`src/rtl/controller_types_pkg.sv`:
```
// Shared encodings for the multicycle controller: FSM states, data-processing
// commands, alu_control values and datapath mux selects.
package controller_types_pkg;

    typedef enum logic [3:0] {
        FETCH    = 4'd0,
        DECODE   = 4'd1,
        MEMADR   = 4'd2,
        MEMREAD  = 4'd3,
        MEMWB    = 4'd4,
        MEMWRITE = 4'd5,
        EXECUTER = 4'd6,
        EXECUTEI = 4'd7,
        ALUWB    = 4'd8,
        BRANCH   = 4'd9
    } state_t;

    // funct[4:1] command field
    localparam logic [3:0] CMD_ADD = 4'b0100;
    localparam logic [3:0] CMD_SUB = 4'b0010;
    localparam logic [3:0] CMD_CMP = 4'b1010;
    localparam logic [3:0] CMD_AND = 4'b0000;
    localparam logic [3:0] CMD_ORR = 4'b1100;

    typedef enum logic [1:0] {
        ALU_ADD = 2'b00,
        ALU_SUB = 2'b01,
        ALU_AND = 2'b10,
        ALU_ORR = 2'b11
    } alu_ctrl_t;

    localparam logic [1:0] SRC_B_REG  = 2'b00;
    localparam logic [1:0] SRC_B_IMM  = 2'b01;
    localparam logic [1:0] SRC_B_FOUR = 2'b10;

    localparam logic [1:0] RES_ALUOUT = 2'b00;
    localparam logic [1:0] RES_DATA   = 2'b01;
    localparam logic [1:0] RES_ALU    = 2'b10;

endpackage

```
`src/rtl/alu_decoder.sv`:
```
// Combinational ALU decoder: maps the data-processing command to alu_control,
// the unconditioned flag-write enables and register-write suppression.
module alu_decoder
    import controller_types_pkg::*;
(
    input  logic [4:0] funct,
    input  logic       alu_op,
    output logic [1:0] alu_control,
    output logic [1:0] flag_write,
    output logic       no_write
);

    alu_ctrl_t ctl;
    logic      is_cmp;

    always_comb begin
        ctl         = ALU_ADD;
        no_write    = 1'b0;
        is_cmp      = 1'b0;
        alu_control = '0;
        flag_write  = '0;

        case (funct[4:1])
            CMD_ADD: ctl = ALU_ADD;
            CMD_SUB: ctl = ALU_SUB;
            CMD_CMP: begin
                ctl      = ALU_SUB;
                no_write = 1'b1;
                is_cmp   = 1'b1;
            end
            CMD_AND: ctl = ALU_AND;
            CMD_ORR: ctl = ALU_ORR;
            default: no_write = 1'b1;
        endcase

        // Suppression is independent of alu_op so the write-back state can use it.
        if (alu_op) begin
            alu_control = ctl;
            if (is_cmp)
                flag_write = '1;
            else
                flag_write = {funct[0], funct[0] & ~ctl[1]};
        end
    end

endmodule

```
`src/rtl/multicycle_controller.sv`:
```
// Moore control FSM for a multicycle ARM-subset datapath: sequences fetch,
// decode, memory, execute and branch steps and drives mux selects and enables.
module multicycle_controller
    import controller_types_pkg::*;
(
    input  logic       clock,
    input  logic       reset,
    input  logic [1:0] op,
    input  logic [5:0] funct,
    input  logic [3:0] destination,
    output logic [1:0] potential_flag_write,
    output logic       potential_program_counter,
    output logic       potential_register_write,
    output logic       potential_memory_write,
    output logic       next_pc,
    output logic       ir_write,
    output logic       address_source,
    output logic       alu_source_a,
    output logic [1:0] alu_source_b,
    output logic [1:0] result_source,
    output logic [1:0] immediate_source,
    output logic [1:0] register_source,
    output logic [1:0] alu_control
);

    state_t state, state_next;
    logic   alu_op;
    logic   no_write;
    logic   branch;

    alu_decoder u_alu_decoder (
        .funct       (funct[4:0]),
        .alu_op      (alu_op),
        .alu_control (alu_control),
        .flag_write  (potential_flag_write),
        .no_write    (no_write)
    );

    always_ff @(posedge clock or posedge reset) begin
        if (reset)
            state <= FETCH;
        else
            state <= state_next;
    end

    always_comb begin
        state_next = FETCH;
        case (state)
            FETCH:  state_next = DECODE;
            DECODE: begin
                case (op)
                    2'b00:   state_next = funct[5] ? EXECUTEI : EXECUTER;
                    2'b01:   state_next = MEMADR;
                    2'b10:   state_next = BRANCH;
                    default: state_next = FETCH;
                endcase
            end
            MEMADR:   state_next = funct[0] ? MEMREAD : MEMWRITE;
            MEMREAD:  state_next = MEMWB;
            EXECUTER: state_next = ALUWB;
            EXECUTEI: state_next = ALUWB;
            default:  state_next = FETCH;
        endcase
    end

    always_comb begin
        ir_write                 = 1'b0;
        next_pc                  = 1'b0;
        address_source           = 1'b0;
        alu_source_a             = 1'b0;
        alu_source_b             = SRC_B_REG;
        result_source            = RES_ALUOUT;
        alu_op                   = 1'b0;
        branch                   = 1'b0;
        potential_register_write = 1'b0;
        potential_memory_write   = 1'b0;

        case (state)
            FETCH: begin
                ir_write      = 1'b1;
                next_pc       = 1'b1;
                alu_source_a  = 1'b1;
                alu_source_b  = SRC_B_FOUR;
                result_source = RES_ALU;
            end
            DECODE: begin
                alu_source_a  = 1'b1;
                alu_source_b  = SRC_B_FOUR;
                result_source = RES_ALU;
            end
            MEMADR:   alu_source_b = SRC_B_IMM;
            MEMREAD:  address_source = 1'b1;
            MEMWB: begin
                result_source            = RES_DATA;
                potential_register_write = 1'b1;
            end
            MEMWRITE: begin
                address_source         = 1'b1;
                potential_memory_write = 1'b1;
            end
            EXECUTER: alu_op = 1'b1;
            EXECUTEI: begin
                alu_source_b = SRC_B_IMM;
                alu_op       = 1'b1;
            end
            ALUWB:    potential_register_write = ~no_write;
            BRANCH: begin
                alu_source_b  = SRC_B_IMM;
                result_source = RES_ALU;
                branch        = 1'b1;
            end
            default: ;
        endcase
    end

    // A register write to R15 redirects the PC.
    assign potential_program_counter = branch
        | (potential_register_write & (destination == 4'b1111));

    assign immediate_source = op;
    assign register_source  = {op == 2'b01, op == 2'b10};

endmodule
```
`config.mk`:
```
export PLATFORM = sky130hd
export DESIGN_NAME = multicycle_controller
export DESIGN_NICKNAME = d
export VERILOG_FILES = /design/src/rtl/controller_types_pkg.sv /design/src/rtl/alu_decoder.sv /design/src/rtl/multicycle_controller.sv
export SDC_FILE = /design/constraint.sdc
export NUM_CORES = 1
export LEC_CHECK = 0
export BUFFER_PORTS_ARGS = -buffer_cell sky130_fd_sc_hd__buf_2
export CAP_MARGIN = 5
export CORE_MARGIN = 2
export CORE_UTILIZATION = 23
export CTS_CLUSTER_SIZE = 12
export DETAILED_ROUTE_END_ITERATION = 16
export PLACE_DENSITY = 0.5
export SYNTH_ARGS = -nofsm -noshare
export SYNTH_HDL_FRONTEND = slang
export SYNTH_SLANG_ARGS = --single-unit
```
`constraint.sdc`:
```
create_clock -name clock -period 1.9 [get_ports clock]
set_clock_uncertainty 0.1 [all_clocks]
set_input_delay 0 -clock clock [delete_from_list [all_inputs] [get_ports clock]]
set_output_delay 0 -clock clock [all_outputs]
set_load 0.02 [all_outputs]
```
==> results.tsv, run 1 <==
stage	metric	value	unit
drt	DRT Pass-1 Iters	4	
timing	Final period util	0.941	
setup_path	R2R cell count	3	
placed_design	DP Area	607	um^2
placed_design	worst slack at placement	364	ps
clock_network	TritonCTS clock tree	built	
clock_network	clk sinks	4	
floorplan	Initial Utilization	0.251	
clock_network	Root Driver	clkbuf_4	
layout	FF+latch area	100	um^2
setup_path	worst setup path start	state[2]	
pwr	PwrDens	1360	nW/um^2
synthesis	Synth Area in Adders	0	
timing	endpoints failing setup	0	
drt	DRT iter0 DRCs	21	
setup_path	CP Capture Type	output port	
synthesis	count of different cell masters after synthesis	32	
drt	vias	560	
clock_network	Post-CTS Setup Bufs	0	
setup_path	worst r2r src	state[1]	
clock_network	Reg clk slew, reported paths	40	ps
layout	largest reg by FF count	state	
synthesis	register bit total from synthesis	4	
worst_hold_path	HP Class	in -> async	
synthesis	Synth Area in Compound Gates	0.198	
clock_network	Num CTS Buffers	3	
synthesis	EDFF count, synth	0	
synthesis	post-synthesis sequential area ratio	0.226	
global_route	grt ovf	0	
clock_network	PostCTS Resize Cnt	0	
floorplan	Die W	47.9	um
synthesis	most common flop cell mapped by yosys	dfrtp_1	
placed_design	Post-Place Cells	113	
synthesis	Gate Count Post-Synth	60	
synthesis	Synth top area share	0.226	
floorplan	std cell rows	15	
global_route	initial antenna violation count	0	
global_route	first-pass GRT wire length	1950	um
synthesis	Post-synth top cells	nor2_1 (8), inv_1 (5), dfrtp_1 (4), nor3_1 (4)	
clock_network	H-tree Lvls	1	
timing	RSZ-0062 raised after global routing	false	
timing	Tmin final	1790	ps
setup_path	R2R Setup Slk	510	ps
synthesis	main area contributors after synthesis	dfrtp_1 (23%), nor2_1 (6.8%), buf_4 (5.1%)	
synthesis	YS warnings	0	
layout	Non-Filler Instances	121	
synthesis	top-count cell post-synth	nor2_1	
setup_path	crit path kind	reg -> out	
timing	Final Slew Violations	0	
global_route	Total GRT Usage	0.125	
synthesis	Synth Area in Simple Gates	0.393	
synthesis	Post-Syn Area per Cell	7.38	um^2
floorplan	core area	1760	um^2
drt	final wirelength	1280	um
layout	multi-input logic area	282	um^2
drt	mean number of vias per cell	4.63	
layout	cell area after layout	679	um^2
setup_path	critical-path maximum fanout	7	
setup_path	CP Data Required Time	1800	ps
timing	Final WS setup	112	ps
layout	Layout Area Growth over Synthesis	53.4	%
setup_path	reg-to-reg endpoint	state[3]	
drt	# DRC	0	
synthesis	multiplexer area fraction after synthesis	0.0254	
placed_design	PortBufs	32	
drt	routed len/inst	10.5	um
synthesis	xor and xnor area share after synthesis	0.0198	
placed_design	hpwl dp	954	um
layout	Final #Nets	112	
timing	Max-Slew Margin vs Limit	0.707	
setup_path	WP data arrival	1690	ps
layout	Ant. Diodes	0	
timing	Max Fclk	0.559	GHz
floorplan	# IOs	33	
job	maxcap violations	0	
pwr	leak pwr	0.350	nW
global_route	number of global-route vias before repair	489	
timing	Final Hold Viols	0	
layout	share of cells above drive strength 1	0.406	
clock_network	Clock Latency Late Sink	230	ps
floorplan	die footprint	2290	um^2
layout	biggest regs	state (4)	
placed_design	Final GP Congestion	0.729	
synthesis	syn nets	74	
layout	fillers	204	
clock_network	worst-case clock buffer depth	2	
timing	worst-margin pin slew	433	ps
floorplan	Die H	47.9	um
setup_path	CP Launch Type	flip-flop	
drt	Post-DRT Antenna Nets	0	
synthesis	main combinational cell family by area after synthesis	simple AND/OR/NAND/NOR gates	
synthesis	post-synth top area cell	dfrtp_1	
run_status	status	complete, no violations	
synthesis	ys async rst share	1.00	
layout	number of flip-flops in the largest register	4	
timing	setup_tns	0	ps
synthesis	Mapped Area	443	um^2
pwr	worst vdd ir	0.621	mV
global_route	maximum number of pins on one net before global-route repair	10	
clock_network	# hold bufs at CTS	5	
pwr	Power, Total	0.927	mW
-- logic make-up (layout without fill, tap and decap cells) --
kind of cell | after synthesis | count (layout)
flip-flops | 4 | 4
multiplexers | 1 | 1
AND/OR/NAND/NOR | 30 | 30
buffers and inverters | 11 | 47
AO/OA/AOI/OAI | 13 | 13
XOR/XNOR | 1 | 1
-- metal layers --
layer,global-route usage,routed length (um),share of wire,up-vias
li1,-,-,-,285
met2,0.187,606,0.48,21
met3,0.0377,66,0.052,2
met5,0,0,0,-
met1,0.148,581,0.46,252
met4,0.0973,21,0.016,0
-- layout by cell type (no fill, tap or decap), types with 2 or more instances in the layout --
cell / instances
buf_4: 2
inv_1: 5
nand2_1: 2
buf_2: 32
nor4b_1: 2
nor2b_1: 3
nor3_1: 4
dlygate4sd3_1: 5
a21oi_1: 2
clkbuf_4: 3
o21ai_0: 3
dfrtp_1: 4
nand2b_1: 3
nor2_1: 8
-- worst max-delay path by stage --
stage / to / slack, ps / cells after the start
final: potential_program_counter / 110 / 4
after global routing: potential_program_counter / 20 / 4
after CTS: potential_program_counter / 100 / 4
after detailed placement: potential_program_counter / 360 / 4
after global placement: potential_program_counter / 370 / 4
after floorplan: potential_program_counter / 40 / 4
-- where the power goes --
group / total, mW / switching, mW / internal [mW]
clock: 0.103 / 0.0330 / 0.0705
sequential: 0.168 / 0.0469 / 0.121
combinational: 0.655 / 0.401 / 0.255
-- area by class of cell --
type,instances,share of cell area
clock buffer,3,0.0331
sequential,4,0.147
timing repair buffer,39,0.331
inverter,5,0.0276
multi-input combinational,45,0.414
tap,25,0.0460
-- stage by stage --
stage,util,hold WS [ps]
detailed placement,0.344,-218
global route,0.385,89.7
finish,0.385,83.3
floorplan,-,-334
CTS,0.385,80.2
global placement,0.344,-218
-- critical path, cell delays in order (launching register included) --
cell	delay (ps)
dfrtp_1	430
nand2b_1	200
or4_4	520
o21ai_1	140
buf_2	170
No activity file was read; power rests on OpenSTA's default activity.
==> inputs of run 2 (changes only) <==
Settings changed: PLACE_DENSITY 0.5 to 0.48, SYNTH_HIERARCHICAL set to 1.
==> run 2 against run 1 <==
Utilization fell by 4.0 points. Sequential share of layout area fell by 0.37 points. Largest cell class unchanged. Die area rose by 13%. Critical endpoint is now alu_control[1]. Register-to-register slack improved by 180 ps. Critical path depth rose by 1. Via count fell by 6.1%.
==> results.tsv, run 2 <==
stage	metric	value	unit	change
run_status	status	complete, no violations		
pwr	PwrDens	1400	nW/um^2	+2.6%
setup_path	crit path kind	reg -> out		
synthesis	ys async rst share	1.00		unchanged
drt	final wirelength	1180	um	-7.4%
pwr	leak pwr	0.354	nW	+1.2%
floorplan	Die H	50.9	um	+6.4%
setup_path	crit path to	alu_control[1]		
worst_hold_path	HP Class	in -> reg		
pwr	Reg power frac	0.202		+0.021
global_route	GRT busiest layer	met2		
timing	Final period util	0.888		-0.0530
setup_path	CP Capture Type	output port		
synthesis	Post-Syn Area per Cell	7.80	um^2	+5.6%
setup_path	R2R Setup Slk	690	ps	+180 ps
global_route	number of global-route vias before repair	475		-2.9%
layout	fillers	234		+15%
pwr	clock network power share	0.103		-0.009
setup_path	worst r2r src	state[0]		
clock_network	Post-CTS Setup Bufs	0		unchanged
drt	# DRC	0		unchanged
layout	Final #Nets	113		+0.89%
pwr	NetSw	0.518	mW	+7.8%
timing	RSZ-0062 raised after global routing	false		
floorplan	Die W	50.9	um	+6.4%
timing	setup_tns	0	ps	unchanged
synthesis	Mapped Area	507	um^2	+14%
global_route	first-pass GRT wire length	1880	um	-3.5%
synthesis	post-synth top area cell	dfrtp_1		
synthesis	main area contributors after synthesis	dfrtp_1 (20%), buf_6 (6.7%), buf_4 (5.9%)		
clock_network	TritonCTS clock tree	built		
clock_network	Clock Latency Late Sink	230	ps	about the same
layout	most frequent cells in the layout	buf_2 (32), nor2_1 (6), inv_1 (5), nand2_1 (5), dfrtp_1 (4)		
timing	Tmin final	1690	ps	-101 ps
layout	number of flip-flops in the largest register	4		unchanged
synthesis	EDFF count, synth	0		unchanged
floorplan	# IOs	33		unchanged
clock_network	PostCTS Resize Cnt	0		unchanged
timing	Max Fclk	0.593	GHz	+6.0%
setup_path	CP Data Required Time	1800	ps	about the same
synthesis	post-synthesis sequential area ratio	0.198		-0.0285
clock_network	Reg clk slew, reported paths	40	ps	about the same
floorplan	core area	2020	um^2	+15%
global_route	routing usage on met3	0.00292		-0.0348
timing	worst-margin pin slew	383	ps	-50.5 ps
global_route	grt ovf	0		unchanged
clock_network	H-tree Lvls	1		unchanged
global_route	initial antenna violation count	0		unchanged
pwr	worst vdd ir	0.559	mV	-9.9%
pwr	Int Pwr	0.458	mW	+2.6%
timing	Final Slew Violations	0		unchanged
timing	endpoints failing setup	0		unchanged
setup_path	reg-to-reg endpoint	state[1]		
placed_design	Final GP Congestion	0.751		+3.0%
clock_network	worst-case clock buffer depth	2		unchanged
drt	mean number of vias per cell	4.24		-8.3%
synthesis	count of different cell masters after synthesis	30		-6.3%
placed_design	PortBufs	32		unchanged
placed_design	DP Area	644	um^2	+6.2%
synthesis	most common flop cell mapped by yosys	dfrtp_1		
clock_network	Num CTS Buffers	3		unchanged
layout	cell area after layout	697	um^2	+2.6%
global_route	GRT met1 Usage	0.114		-0.0339
synthesis	Post-synth top cells	nor2_1 (6), inv_1 (5), nand2_1 (5)		
timing	Final Hold Viols	0		unchanged
layout	share of cells above drive strength 1	0.485		+0.0783
global_route	Total GRT Usage	0.0952		-0.0299
floorplan	std cell rows	16		+1
synthesis	YS warnings	6		+6
clock_network	Root Driver	clkbuf_4		
layout	commonest non-fill, non-tap cell in the layout	buf_2		
global_route	maximum number of pins on one net before global-route repair	11		+1
floorplan	die footprint	2590	um^2	+13%
synthesis	Synth top area share	0.198		-0.0285
job	maxcap violations	0		unchanged
setup_path	worst setup path start	state[2]		
floorplan	Initial Utilization	0.251		-0.000445
layout	Layout Area Growth over Synthesis	37.5	%	
clock_network	clk sinks	4		unchanged
clock_network	# hold bufs at CTS	3		-2
drt	vias	526		-6.1%
synthesis	syn nets	79		+6.8%
setup_path	critical-path maximum fanout	8		+1
drt	routed len/inst	9.52	um	-9.6%
pwr	Comb pwr share	0.694		-0.013
setup_path	R2R cell count	3		unchanged
drt	DRT iter0 DRCs	5		-76%
drt	DRT Pass-1 Iters	4		unchanged
drt	Post-DRT Antenna Nets	0		unchanged
global_route	met2 GRT Util	0.162		-0.0243
timing	Max-Slew Margin vs Limit	0.745		+0.0377
setup_path	CP Launch Type	flip-flop		
layout	Ant. Diodes	0		unchanged
synthesis	register bit total from synthesis	4		unchanged
placed_design	hpwl dp	965	um	+1.2%
layout	largest reg by FF count	state		
setup_path	WP data arrival	1590	ps	-100 ps
synthesis	top-count cell post-synth	nor2_1		
synthesis	Gate Count Post-Synth	65		+8.3%
pwr	Sw Share	0.531		+0.0124
layout	biggest regs	state (4)		
## run 2: worst min-delay path by stage
stage / startpoint / slack [ps] / to / depth (start not counted)
5_1_grt: op[0] / 50 / state[0] / 4
4_1_cts: op[0] / 20 / state[0] / 4
3_3_place_gp: reset / -220 / state[0] / 2
3_5_place_dp: reset / -220 / state[0] / 2
2_1_floorplan: reset / -330 / state[0] / 1
6_report: op[0] / 30 / state[0] / 4
## run 2: final cells by class
class | instances | area [um^2] | share of cell area
Clock buffer | 3 | 22.5 | 0.0323
Inverter | 5 | 18.8 | 0.0269
Sequential cell | 4 | 100 | 0.144
Tap cell | 27 | 33.8 | 0.0485
Timing Repair Buffer | 36 | 198 | 0.284
Multi-Input combinational cell | 49 | 324 | 0.465
## run 2: kinds of logic after synthesis
family          count (synthesis)  synth area share
buf+inv                        12             0.163
flops                           4             0.198
compound gates                 10             0.148
simple gates                   36             0.435
mux                             1            0.0222
xor+xnor                        2            0.0346
## run 2: routing by layer
metal / part of all wire / wire length, um
met1: 0.46 / 538
met4: 0 / 0
met2: 0.49 / 579
met3: 0.052 / 62
met5: 0 / 0
## run 2: through the flow
stage | hold slack (ps) | instances | utilization | power [mW] | setup slack [ps]
4_1_cts | 24.2 | 124 | 0.345 | 0.989 | 191
5_1_grt | 46.4 | 124 | 0.345 | 1.06 | 50.6
3_5_place_dp | -216 | 118 | 0.319 | 0.878 | 446
6_report | 28.5 | 124 | 0.345 | 0.976 | 213
2_1_floorplan | -334 | 65 | - | 0.770 | 269
3_3_place_gp | -219 | 118 | 0.319 | 0.873 | 454
## run 2: worst max-delay path, cell delays in order (launching register included)
cell	delay, ps
dfrtp_1	460
nor2b_1	210
and2_4	170
nand2_1	70
nor4_1	240
buf_2	200
## run 2: power groups by stage
stage          combinational [mW]  sequential, mW  clock (mW)
3_3_place_gp                0.676           0.197           0
6_report                    0.677           0.197       0.101
4_1_cts                     0.685           0.198       0.106
2_1_floorplan               0.624           0.146           0
3_5_place_dp                0.678           0.199           0
5_1_grt                     0.743           0.209       0.110
